--- config.mk ---
export PLATFORM = sky130hd
export DESIGN_NAME = mm_tile_sequencer
export DESIGN_NICKNAME = d
export VERILOG_FILES = /design/src/rtl/mm_tile_sequencer.sv
export SDC_FILE = /design/constraint.sdc
export NUM_CORES = 1
export LEC_CHECK = 0
export CORE_AREA = 2 2 235 237
export CTS_BUF_LIST = sky130_fd_sc_hd__clkbuf_4 sky130_fd_sc_hd__clkbuf_8
export DETAILED_ROUTE_END_ITERATION = 6
export DIE_AREA = 0 0 237 239
export SLEW_MARGIN = 30
export SYNTH_ARGS = -nofsm -noshare
export SYNTH_HDL_FRONTEND = slang
export SYNTH_SLANG_ARGS = --single-unit
--- constraint.sdc ---
create_clock -name clk -period 12.21 [get_ports clk]
set_clock_uncertainty 0.05 [all_clocks]
set_input_delay 1.221 -clock clk [delete_from_list [all_inputs] [get_ports clk]]
set_output_delay 1.221 -clock clk [all_outputs]
set_load 0.01 [all_outputs]
--- src/rtl/mm_tile_sequencer.sv ---
// mm_tile_sequencer
//   Sequences a tiled matrix product C = L x R through a systolic array:
//   waits for the HASH (A) source to hold a tile, optionally loads the
//   stationary weights from sp RAM (SA mode), streams K_LEN operand beats
//   into the array, waits out the array pipeline, then writes (or
//   accumulates) the TILE result rows into the result RAM.
//
// Ports
//   clk, rst_n          clock, asynchronous active-low reset
//   start, mode         job launch (mode 1 = AS, 2 = SA), ignored when busy
//   src_valid, src_ack  HASH tile handshake (ack pulses once per tile)
//   addr_a/en_a/data_a  HASH RAM read port (1-cycle latency)
//   addr_s/en_s/data_s  sp RAM read port (1-cycle latency)
//   data_left/right, arr_valid, arr_load_w, arr_clear, res_row, res_data
//                       systolic array interface
//   addr_b_rd/data_b_rd result RAM read port (1-cycle latency)
//   addr_b_wr/data_b_wr/wen_b  result RAM write port
//   busy, done, state_o, err_mode  status
module mm_tile_sequencer #(
  parameter int DATA_W   = 64,
  parameter int LANE_W   = 16,
  parameter int ADDR_W   = 32,
  parameter int TILE     = 4,
  parameter int K_LEN    = 1344,
  parameter int ROWS_T   = 336,
  parameter int COLS_T   = 2,
  parameter int PIPE_LAT = 8,
  parameter int A_BASE   = 0,
  parameter int S_BASE   = 0,
  parameter int B_BASE   = 86016,
  parameter int ACCUM    = 1,
  localparam int RW      = (TILE > 1) ? $clog2(TILE) : 1
) (
  input  logic              clk,
  input  logic              rst_n,
  input  logic              start,
  input  logic [1:0]        mode,
  input  logic              src_valid,
  output logic              src_ack,
  output logic [ADDR_W-1:0] addr_a,
  output logic              en_a,
  input  logic [DATA_W-1:0] data_a,
  output logic [ADDR_W-1:0] addr_s,
  output logic              en_s,
  input  logic [DATA_W-1:0] data_s,
  output logic [DATA_W-1:0] data_left,
  output logic [DATA_W-1:0] data_right,
  output logic              arr_valid,
  output logic              arr_load_w,
  output logic              arr_clear,
  output logic [RW-1:0]     res_row,
  input  logic [DATA_W-1:0] res_data,
  output logic [ADDR_W-1:0] addr_b_rd,
  output logic [ADDR_W-1:0] addr_b_wr,
  input  logic [DATA_W-1:0] data_b_rd,
  output logic [DATA_W-1:0] data_b_wr,
  output logic              wen_b,
  output logic              busy,
  output logic              done,
  output logic [2:0]        state_o,
  output logic              err_mode
);

  localparam int LANES   = DATA_W / LANE_W;
  localparam int CNT_MAX = (K_LEN > PIPE_LAT + 1) ?
                           ((K_LEN > TILE + 1) ? K_LEN : TILE + 1) :
                           ((PIPE_LAT + 1 > TILE + 1) ? PIPE_LAT + 1 : TILE + 1);
  localparam int CW      = $clog2(CNT_MAX + 1);
  localparam int TRW     = (ROWS_T > 1) ? $clog2(ROWS_T) : 1;
  localparam int TCW     = (COLS_T > 1) ? $clog2(COLS_T) : 1;

  localparam logic [ADDR_W-1:0] A_BASE_A = ADDR_W'(A_BASE);
  localparam logic [ADDR_W-1:0] S_BASE_A = ADDR_W'(S_BASE);
  localparam logic [ADDR_W-1:0] B_BASE_A = ADDR_W'(B_BASE);
  localparam logic [ADDR_W-1:0] K_LEN_A  = ADDR_W'(K_LEN);
  localparam logic [ADDR_W-1:0] TILE_A   = ADDR_W'(TILE);
  localparam logic [ADDR_W-1:0] COLS_A   = ADDR_W'(COLS_T);

  localparam logic [1:0] MODE_AS = 2'd1;
  localparam logic [1:0] MODE_SA = 2'd2;

  typedef enum logic [2:0] {
    IDLE     = 3'd0,
    WAIT_SRC = 3'd1,
    LOAD_W   = 3'd2,
    STREAM   = 3'd3,
    DRAIN    = 3'd4,
    SAVE     = 3'd5,
    FIN      = 3'd6
  } state_t;

  state_t             state_reg, state_next;
  logic [CW-1:0]      cnt_reg, cnt_next;
  logic [TRW-1:0]     tr_reg, tr_next;
  logic [TCW-1:0]     tc_reg, tc_next;
  logic [1:0]         mode_reg, mode_next;

  // Flags describing what was issued to the RAMs last cycle; the read
  // data returning this cycle is qualified by them.
  logic               valid_reg, load_reg, stream_reg;
  // Pending result write: address and array row captured on the read cycle.
  logic               wr_pend_reg;
  logic [ADDR_W-1:0]  wr_addr_reg;
  logic [DATA_W-1:0]  res_reg;

  logic [ADDR_W-1:0]  tr_a, tc_a, cnt_a;
  logic               save_rd;

  assign tr_a    = ADDR_W'(tr_reg);
  assign tc_a    = ADDR_W'(tc_reg);
  assign cnt_a   = ADDR_W'(cnt_reg);
  assign save_rd = (state_reg == SAVE) && (cnt_reg < CW'(TILE));

  always_ff @(posedge clk or negedge rst_n) begin
    if (!rst_n) begin
      state_reg   <= IDLE;
      cnt_reg     <= '0;
      tr_reg      <= '0;
      tc_reg      <= '0;
      mode_reg    <= '0;
      valid_reg   <= 1'b0;
      load_reg    <= 1'b0;
      stream_reg  <= 1'b0;
      wr_pend_reg <= 1'b0;
      wr_addr_reg <= '0;
      res_reg     <= '0;
    end else begin
      state_reg   <= state_next;
      cnt_reg     <= cnt_next;
      tr_reg      <= tr_next;
      tc_reg      <= tc_next;
      mode_reg    <= mode_next;
      valid_reg   <= (state_reg == LOAD_W) || (state_reg == STREAM);
      load_reg    <= (state_reg == LOAD_W);
      stream_reg  <= (state_reg == STREAM);
      wr_pend_reg <= save_rd;
      wr_addr_reg <= save_rd ? addr_b_rd : '0;
      res_reg     <= save_rd ? res_data : '0;
    end
  end

  always_comb begin
    state_next = state_reg;
    cnt_next   = cnt_reg;
    tr_next    = tr_reg;
    tc_next    = tc_reg;
    mode_next  = mode_reg;
    en_a       = 1'b0;
    addr_a     = '0;
    en_s       = 1'b0;
    addr_s     = '0;
    arr_clear  = 1'b0;
    res_row    = '0;
    addr_b_rd  = '0;
    src_ack    = 1'b0;
    err_mode   = 1'b0;

    case (state_reg)
      IDLE: begin
        if (start) begin
          if (mode == MODE_AS || mode == MODE_SA) begin
            mode_next  = mode;
            tr_next    = '0;
            tc_next    = '0;
            cnt_next   = '0;
            state_next = WAIT_SRC;
          end else begin
            err_mode = 1'b1;
          end
        end
      end

      WAIT_SRC: begin
        if (src_valid) begin
          arr_clear  = 1'b1;
          cnt_next   = '0;
          state_next = (mode_reg == MODE_SA) ? LOAD_W : STREAM;
        end
      end

      LOAD_W: begin
        en_s   = 1'b1;
        addr_s = S_BASE_A + tc_a * TILE_A + cnt_a;
        if (cnt_reg == CW'(TILE - 1)) begin
          cnt_next   = '0;
          state_next = STREAM;
        end else begin
          cnt_next = cnt_reg + 1'b1;
        end
      end

      STREAM: begin
        en_a   = 1'b1;
        addr_a = A_BASE_A + tr_a * K_LEN_A + cnt_a;
        if (mode_reg == MODE_AS) begin
          en_s   = 1'b1;
          addr_s = S_BASE_A + tc_a * K_LEN_A + cnt_a;
        end
        if (cnt_reg == CW'(K_LEN - 1)) begin
          cnt_next   = '0;
          state_next = DRAIN;
        end else begin
          cnt_next = cnt_reg + 1'b1;
        end
      end

      DRAIN: begin
        if (cnt_reg == CW'(PIPE_LAT)) begin
          cnt_next   = '0;
          state_next = SAVE;
        end else begin
          cnt_next = cnt_reg + 1'b1;
        end
      end

      SAVE: begin
        if (save_rd) begin
          res_row   = cnt_reg[RW-1:0];
          addr_b_rd = B_BASE_A + (tr_a * COLS_A + tc_a) * TILE_A + cnt_a;
        end
        if (cnt_reg == CW'(TILE)) begin
          // Last SAVE cycle: the final write is on the bus, release the tile.
          src_ack  = 1'b1;
          cnt_next = '0;
          if (tc_reg == TCW'(COLS_T - 1)) begin
            tc_next = '0;
            if (tr_reg == TRW'(ROWS_T - 1)) begin
              tr_next    = '0;
              state_next = FIN;
            end else begin
              tr_next    = tr_reg + 1'b1;
              state_next = WAIT_SRC;
            end
          end else begin
            tc_next    = tc_reg + 1'b1;
            state_next = WAIT_SRC;
          end
        end else begin
          cnt_next = cnt_reg + 1'b1;
        end
      end

      FIN: begin
        state_next = IDLE;
      end

      default: begin
        state_next = IDLE;
      end
    endcase
  end

  // Read data is forwarded only in the cycle after the matching issue, so
  // the array buses are zero whenever nothing meaningful is returning.
  assign arr_valid  = valid_reg;
  assign arr_load_w = load_reg;
  assign data_left  = stream_reg ? data_a : '0;
  assign data_right = (load_reg || (stream_reg && mode_reg == MODE_AS)) ? data_s : '0;

  assign wen_b     = wr_pend_reg;
  assign addr_b_wr = wr_pend_reg ? wr_addr_reg : '0;

  // Lane-wise add: each lane wraps on its own, no carry crosses lanes.
  for (genvar gi = 0; gi < LANES; gi++) begin : g_lane
    logic [LANE_W-1:0] old_lane;
    logic [LANE_W-1:0] sum_lane;
    assign old_lane = (ACCUM != 0) ? data_b_rd[gi*LANE_W +: LANE_W] : '0;
    assign sum_lane = old_lane + res_reg[gi*LANE_W +: LANE_W];
    assign data_b_wr[gi*LANE_W +: LANE_W] = wr_pend_reg ? sum_lane : '0;
  end

  assign busy    = (state_reg != IDLE);
  assign done    = (state_reg == FIN);
  assign state_o = state_reg;

endmodule

Yosys cells after proc, flatten, opt, wreduce, memory -nomap -nowiden
Index checks and enable logic that the tools add are counted.

$add $sub $neg: 13. Multipliers: 2. $lt $le $gt $ge: 1. Eq/ne operators: 23. Mux-type cells: 56. Reduce and logical (&&, ||, !) cells: 14.

Operators by type and width (number): $mux 64 (3); $mux 11 (7); $pmux 11 s6 (1); $add 16x16->16 (4); $mux 16 (4); $mux 32 (2); $mux 9 (5); $mux 19 (2); $mux 3 (9); $pmux 13 s2 (1); $add 20x11->21 (1); $mux 21 (1); $add 18x11->19 (1); $add 17x13->18 const A (1); $pmux 3 s6 (1); $pmux 9 s2 (1); $mul 9x5->14 const B (1); $mux 1 (14); $add 12x11->13 (1); $mux 13 (1); $add 3x11->12 (1); $add 10x1->11 (1); $add 11x1->11 const B (1); $eq 11x11->1 const B (1); 27 further kinds (44).

Register bits: 126. Input bits: 262. Output and inout port bits: 335. Logic and storage cells: 120.

Logic depth before layout (Yosys ltp)
Depth in word-level cells: 6. Gate-level depth with buffers: 14. Gate-level depth less buffers: 12.

Worst setup path before layout
OpenSTA, ideal clock, no wires.

Kind: register to output. Start point: register tr_reg[6]. End point: output addr_a[19]. Arrival time: 3.857 ns. Setup slack: 7.082 ns. Cell stages (with the launch flop): 14. Buffers on the path: 1. Cell sequence: dfrtp_1 > ha_1 > ha_1 > inv_1 > fa_1 > inv_1 > ha_1 > buf_6 > a21o_1 > a31o_1 > o21a_1 > or4_4 > or4_1 > a21oi_1.

Cells in the longest elaborated chain, start to end: 3.

RTL lines: start: declaration (RTL line 94) `logic [TRW-1:0] tr_reg, tr_next;`; start signal: assignment (RTL line 130) `tr_reg <= tr_next;`; $mul 9x5->14 (RTL line 194) `addr_a = A_BASE_A + tr_a * K_LEN_A + cnt_a;`; $add 20x11->21 (RTL line 194); $mux 21 (RTL line 158) `case (state_reg)`; end: declaration (RTL line 40) `output logic [ADDR_W-1:0] addr_a,`.

Every way passes these cells.

Final worst setup path
Same ends and word-level chain as after synthesis.

==> impl_metrics.tcl <==
set metrics [dict create \
    h-tree-depth 3 \
    drc 0 \
    endpoint_kind "output port" \
    reg2regPathDepth 6 \
    layout_setup_ws_ps 5844 \
    fin_crit_ps 6366 \
    dieWidth_microns 237 \
    cp.arrival_ps 5090 \
    cts-buffers-inserted 9 \
    cp_num_buf_inv 3 \
    max_stage_delay_ps 580 \
    dieArea_sq_um 56640 \
    worstSetupPathType "flop to output port" \
    tightest_slew_ps 918.0 \
    timing_hold_violations_final 0 \
    yosysSeqAreaShare_pct 24.74 \
    synth_top_family_by_area "simple AND/OR/NAND/NOR gates" \
    cts.hold.buffers_added 0 \
    cts_root_buffer "clkbuf_8" \
    synthSimpleGateAreaFrac_pct 30.04 \
    async_flop_share_pct 100.0 \
    startpoint_type "flop" \
    final_common_cell "clkdlybuf4s50_1" \
    synth_edf_count 0 \
    drtIter0Drc 618 \
    hold_depth 1 \
    vias_per_cell 4.546 \
    track_usage_pct 16.61 \
    fmax_mhz 157.1 \
    setup_viol 0 \
    synth_adder_area_share_pct 14.54 \
    final_cell_mix "532 x clkdlybuf4s50_1, 159 x and2_1, 116 x nor2_1" \
    rows 86 \
    dr.pass1.iters 5 \
    largest_register_ffs 64 \
    synthCells 1354 \
    port_buffers 533 \
    peakVddDrop_mv 0.05457 \
    status "completed" \
    holdPathEnd "cnt_reg[0]" \
    r2r_setup_slack_ps 8550 \
    post_cts_buffers 0 \
    insertion_delay_ps 450 \
    crit_chain "ha_1, ha_1, inv_1, fa_1, inv_1, ha_1, o2111ai_1, a211oi_1, nor3_1, or4_4, or4_1, a21oi_1, clkdlybuf4s50_1" \
    overflow 0 \
    core_region_area_sq_um 54340 \
    synth_compound_area_share_pct 17.65 \
    worst-path-max-fanout 10 \
    syn-cell-area_sq_um 10930 \
    num_vias 11587 \
    initial_core_util_pct 20.11 \
    muxShareOfSynthArea_pct 1.099 \
    utilization_pct 31.07 \
    critPathSlowestCell "clkdlybuf4s50_1" \
    yosys_register_bits 108 \
    min-delay-start "cnt_reg[0]" \
    hold_slack_ps 505.3 \
    placed_area_sq_um 16690 \
    syn_to_final_growth_pct 54.51 \
    path_common_cell "ha_1" \
    dp_hpwl_mm 40.57 \
    period_share_pct 52.14 \
    wl_mm 48.61 \
    r2r_start "state_o[0]" \
    nets 2223 \
    slew_viol_final 0 \
    r2r_end "res_reg[35]" \
    grt_antenna_before_repair 1 \
    relSlewSlack_pct 38.00 \
    wl_per_cell_microns 19.07 \
    synth_xor_area_share_pct 3.688 \
    grt_pass1_wl_mm 71.17 \
    rsz0062_at_grt "no" \
    synth_flop_cell "dfrtp_1" \
    ys_warn_count 0 \
    totalNegativeSetupSlack_ps 0 \
    clkTransAtPathRegs_ps 110 \
    cts_num_sinks 108 \
    final_layout_size_suffix_gt1_share_pct 2.169 \
    crit_family "adder cells" \
    gp_congestion 0.9318 \
    max_cap_violations 0 \
    cts_resized 0 \
    p_per_area_nw_per_um2 46.26 \
    die_y_microns 239 \
    design.portCount 597 \
    preCtsSetupSlack_ps 6360 \
    hp-class "flop to flop" \
    cts_buffer_depth 2 \
    tritoncts "yes" \
    grt_pass1_vias 11608 \
    required_ps 10940 \
    design_area_sq_um 16880 \
    drtAntennaViolNets 0 \
    p_leak_nw 7.183 \
    avgSynthCellArea_sq_um 8.069 \
    grt_max_degree 66 \
    synth_cell_types 68 \
]
## kinds of logic (layout without fill, tap and decap cells)
kind of cell	Yosys count	in the layout
and+or+nand+nor	607	607
other	1	64
DFF	108	108
xor gates and xnor gates	46	46
muxes	12	12
adders and majority gates	121	121
AOI/OAI and AO/OA	292	292
buffers and inverters	167	595
## per-stage QoR
step / total power, W / std cells
4_1_cts: 0.0008011 / 2548
3_3_place_gp: 0.0005408 / 2533
3_5_place_dp: 0.0005411 / 2533
5_1_grt: 0.0008208 / 2549
2_1_floorplan: 0.0004278 / 1416
6_report: 0.0007810 / 2549
## metal layers
metal	part of all wire [%]	GRT usage (%)	vias to the layer above	wire, microns
met5	0	0	-	0
met4	4.0	7.614	0	1944
met3	7.9	4.734	58	3847
met2	49	29.14	476	23950
met1	39	18.63	5462	18860
li1	-	-	5591	-
## final cells by class
type / count / area, sq um
inverter: 41 / 153.9
clock buffer: 10 / 131.4
sequential: 108 / 2704
antenna: 1 / 2.502
tap: 704 / 880.8
clock inverter: 5 / 61.31
fill: 5680 / 37460
multi-input combinational: 1141 / 7570
timing repair buffer: 539 / 5378
## cells in the mapped netlist, drive strengths merged, types with 8 or more instances
cell type  instances  area [sq um]
o311ai             8         70.07
inv               41         153.9
fa                10         200.2
nor3              50         250.2
or3                9         57.56
o21a              19         142.6
ha               111          1389
buf               78         563.0
nor2b             74         462.9
clkbuf            48         180.2
mux2i             12         120.1
xnor2             24         210.2
a221oi             8         70.07
nor2             116         435.4
dfrtp            108          2703
nand2b            24         150.1
a21oi             64         320.3
and3              15         93.84
nand2             81         304.0
nand3             23         115.1
xor2              22         192.7
and2             160          1001
a21o              32         240.2
o21bai            12         90.09
nand4             15         93.84
a31oi             13         81.33
a211oi            22         165.2
o21ai             63         315.3
## worst max-delay path by stage
stage               slack (ps)             to          from  depth (start not counted)
floorplan                 7080     addr_a[19]     tr_reg[6]                         13
global placement          6430     addr_a[19]     tr_reg[6]                         13
detailed placement        6360  data_b_wr[13]  data_b_rd[1]                          9
CTS                       5830     addr_a[19]     tr_reg[6]                         13
global route              5530     addr_a[19]     tr_reg[6]                         13
finish                    5840     addr_a[19]     tr_reg[6]                         13
## worst reg2reg max path, cell delays in order, from the launching register on
cell	delay, ps
dfrtp_1	870
nand2_1	110
nor2_1	380
nand3_1	740
inv_2	690
buf_4	510
and2_1	260
## power breakdown
group	internal [W]	switching (W)	leakage [nW]	total, W
logic	0.000109	0.0000682	5.67	0.000177
registers	0.000357	0	1.42	0.000357
clock network	0.0000967	0.000150	0.0884	0.000247
total	0.000563	0.000218	7.18	0.000781
Note: power is estimated with default switching activity, not from simulation.
==> edit (same settings) <==
Change the parameter `ADDR_W` from 32 to 16.
--- a/src/rtl/mm_tile_sequencer.sv
+++ b/src/rtl/mm_tile_sequencer.sv
@@ -19,7 +19,7 @@
 module mm_tile_sequencer #(
   parameter int DATA_W   = 64,
   parameter int LANE_W   = 16,
-  parameter int ADDR_W   = 32,
+  parameter int ADDR_W   = 16,
   parameter int TILE     = 4,
   parameter int K_LEN    = 1344,
   parameter int ROWS_T   = 336,
Interface: changed (resized addr_a, addr_b_rd, addr_b_wr and addr_s); port bits go from 597 to 533. The function was not compared with the original's and may differ.
==> edit against the original RTL <==
  * Power grew 5.3%
  * Sequential cell count unchanged
  * Area after synthesis decreased by 11%
  * Highest routed layer is now met5
  * Clock power is 19% higher
  * Final area down 5.5%
  * Worst setup slack better by 0.15 ns
  * Routed wire length decreased by 16%
==> edit: results (changes against the original RTL) <==
| Metric | Value |
|---|---|
| Result of the run | finished, final reports clean |
| Data arrival time of the worst path | 4.95 ns (-0.14 ns) |
| Capture point of the worst reg-to-reg path | wr_addr_reg[10] |
| Routed Wire Length | 40.68 mm (-16%) |
| Net Sw Power | 0.2081 mW (-4.6%) |
| Sequential-to-total area share from yosys stat | 27.73% (+3.0 points) |
| Xor/xnor share of the synthesized area | 6.561% (+2.9 points) |
| Largest net degree at the start of global routing | 79 (+20%) |
| Cell variety after synth | 55 (-19%) |
| HPWL after detailed placement | 32.53 mm (-20%) |
| Cell count after placement | 2371 (-6.4%) |
| Adder-cell share of the synthesized area | 14.64% (+0.094 points) |
| Global-route wire length before repair | 60.35 mm (-15%) |
| Yosys Warn Count | 0 (unchanged) |
| DP Worst Slack | 5.959 ns (-0.4007 ns) |
| Total track usage | 13.77% (-2.8 points) |
| Detailed route wirelength on metal2 | 19.10 mm (-20%) |
| Average wire length per cell after detail routing | 17.03 um (-11%) |
| Compound-cell area share of the yosys netlist | 15.18% (-2.5 points) |
| Uppermost layer routed | met5 |
| Cells after Synth | 1187 (-12%) |
| Detailed route wirelength on metal3 | 2.632 mm (-32%) |
| Setup crit end | data_b_wr[30] |
| Most used standard cells in the synthesized netlist | sky130_fd_sc_hd__and2_1 (201), sky130_fd_sc_hd__dfrtp_1 (108), sky130_fd_sc_hd__ha_1 (98), sky130_fd_sc_hd__nor2_1 (90), sky130_fd_sc_hd__nor2b_1 (82) |
| Total via count in the routed design | 10.20k (-12%) |
| Largest stage delay on the critical path | 0.75 ns (+0.17 ns) |
| Start of the worst register-to-register path | tc_reg |
| Mux cell area share after synthesis | 0.3082% (-0.79 points) |
| Length of routed wiring on met1 | 18.30 mm (-3.0%) |
| Starting DRT DRC Count | 523 (-15%) |
| Gp weighted congestion | 0.8786 (-5.7%) |
| Vias in the first global route | 10.29k (-11%) |
| Count of input and output buffers | 526 (-1.3%) |
| Kind of cell with the highest combined delay on the critical path | compound AO/OA/AOI/OAI gates |
| Startpoint of the worst setup timing path | data_b_rd[16] |
| Worst R2R Setup Slack | 9.17 ns (+0.62 ns) |
| Initial antenna violation count | 6 (+5) |
| Leakage | 6.714 nW (-6.5%) |
| Peak supply drop | 0.05859 mV (+7.4%) |
| Final net count | 2048 (-7.9%) |
| Ratio of cells with drive above 1 in the final layout | 2.317% (+0.15 points) |
| Filler cell count | 5707 (+0.48%) |
| Logic depth of the worst register-to-register path | 10 (+4) |
| FMAX | 160.8 MHz (+2.4%) |
| Tightest slew margin relative to the limit | 38.24% (+0.24 points) |
-- edit: cell count changes after synthesis, sizes merged, moves of 10 or more --
cell | unedited run | this run
ha | 111 | 98
o21ai | 63 | 74
nand2 | 81 | 66
buf | 78 | 17
nor3 | 50 | 16
and2 | 160 | 201
nor2 | 116 | 90
xnor2 | 24 | 49
nand2b | 24 | 14
-- edit: routing by layer --
metal  track usage, %  vias up
li1                 -     4995
met2            22.50      337
met5                0        -
met3            4.122       33
met1            17.80     4829
met4            3.184        4
-- edit: kinds of logic after synthesis --
logic type,after synthesis
muxes,3
xor gates and xnor gates,73
adders and majority gates,108
and+or+nand+nor,546
DFF,108
other,1
buffers and inverters,103
AOI/OAI and AO/OA,245
-- edit: cell type report --
cell class | count | share of cell area, %
multi-input cells | 981 | 41.53
diodes | 2 | 0.03137
flip-flops and latches | 108 | 16.94
clock inverters | 6 | 0.7449
repair buffers | 533 | 33.31
well taps | 704 | 5.520
inverters | 45 | 1.059
clock buffers | 10 | 0.8625
-- edit: worst min path at each step --
stage	endpoint	startpoint	cells past startpoint	slack, ns
2_1_floorplan	wr_addr_reg[12]	tr_reg[8]	1	0.43
3_3_place_gp	mode_reg[1]	mode_reg[1]	2	0.47
3_5_place_dp	mode_reg[1]	mode_reg[1]	2	0.49
4_1_cts	mode_reg[1]	mode_reg[1]	2	0.52
5_1_grt	mode_reg[1]	mode_reg[1]	2	0.55
6_report	mode_reg[1]	mode_reg[1]	2	0.51
-- edit: tightest hold or removal path, stage by stage, from the launching register on --
cell and delay (ns):
sky130_fd_sc_hd__dfrtp_1 0.41, sky130_fd_sc_hd__nand2_1 0.07, sky130_fd_sc_hd__nand2_1 0.05
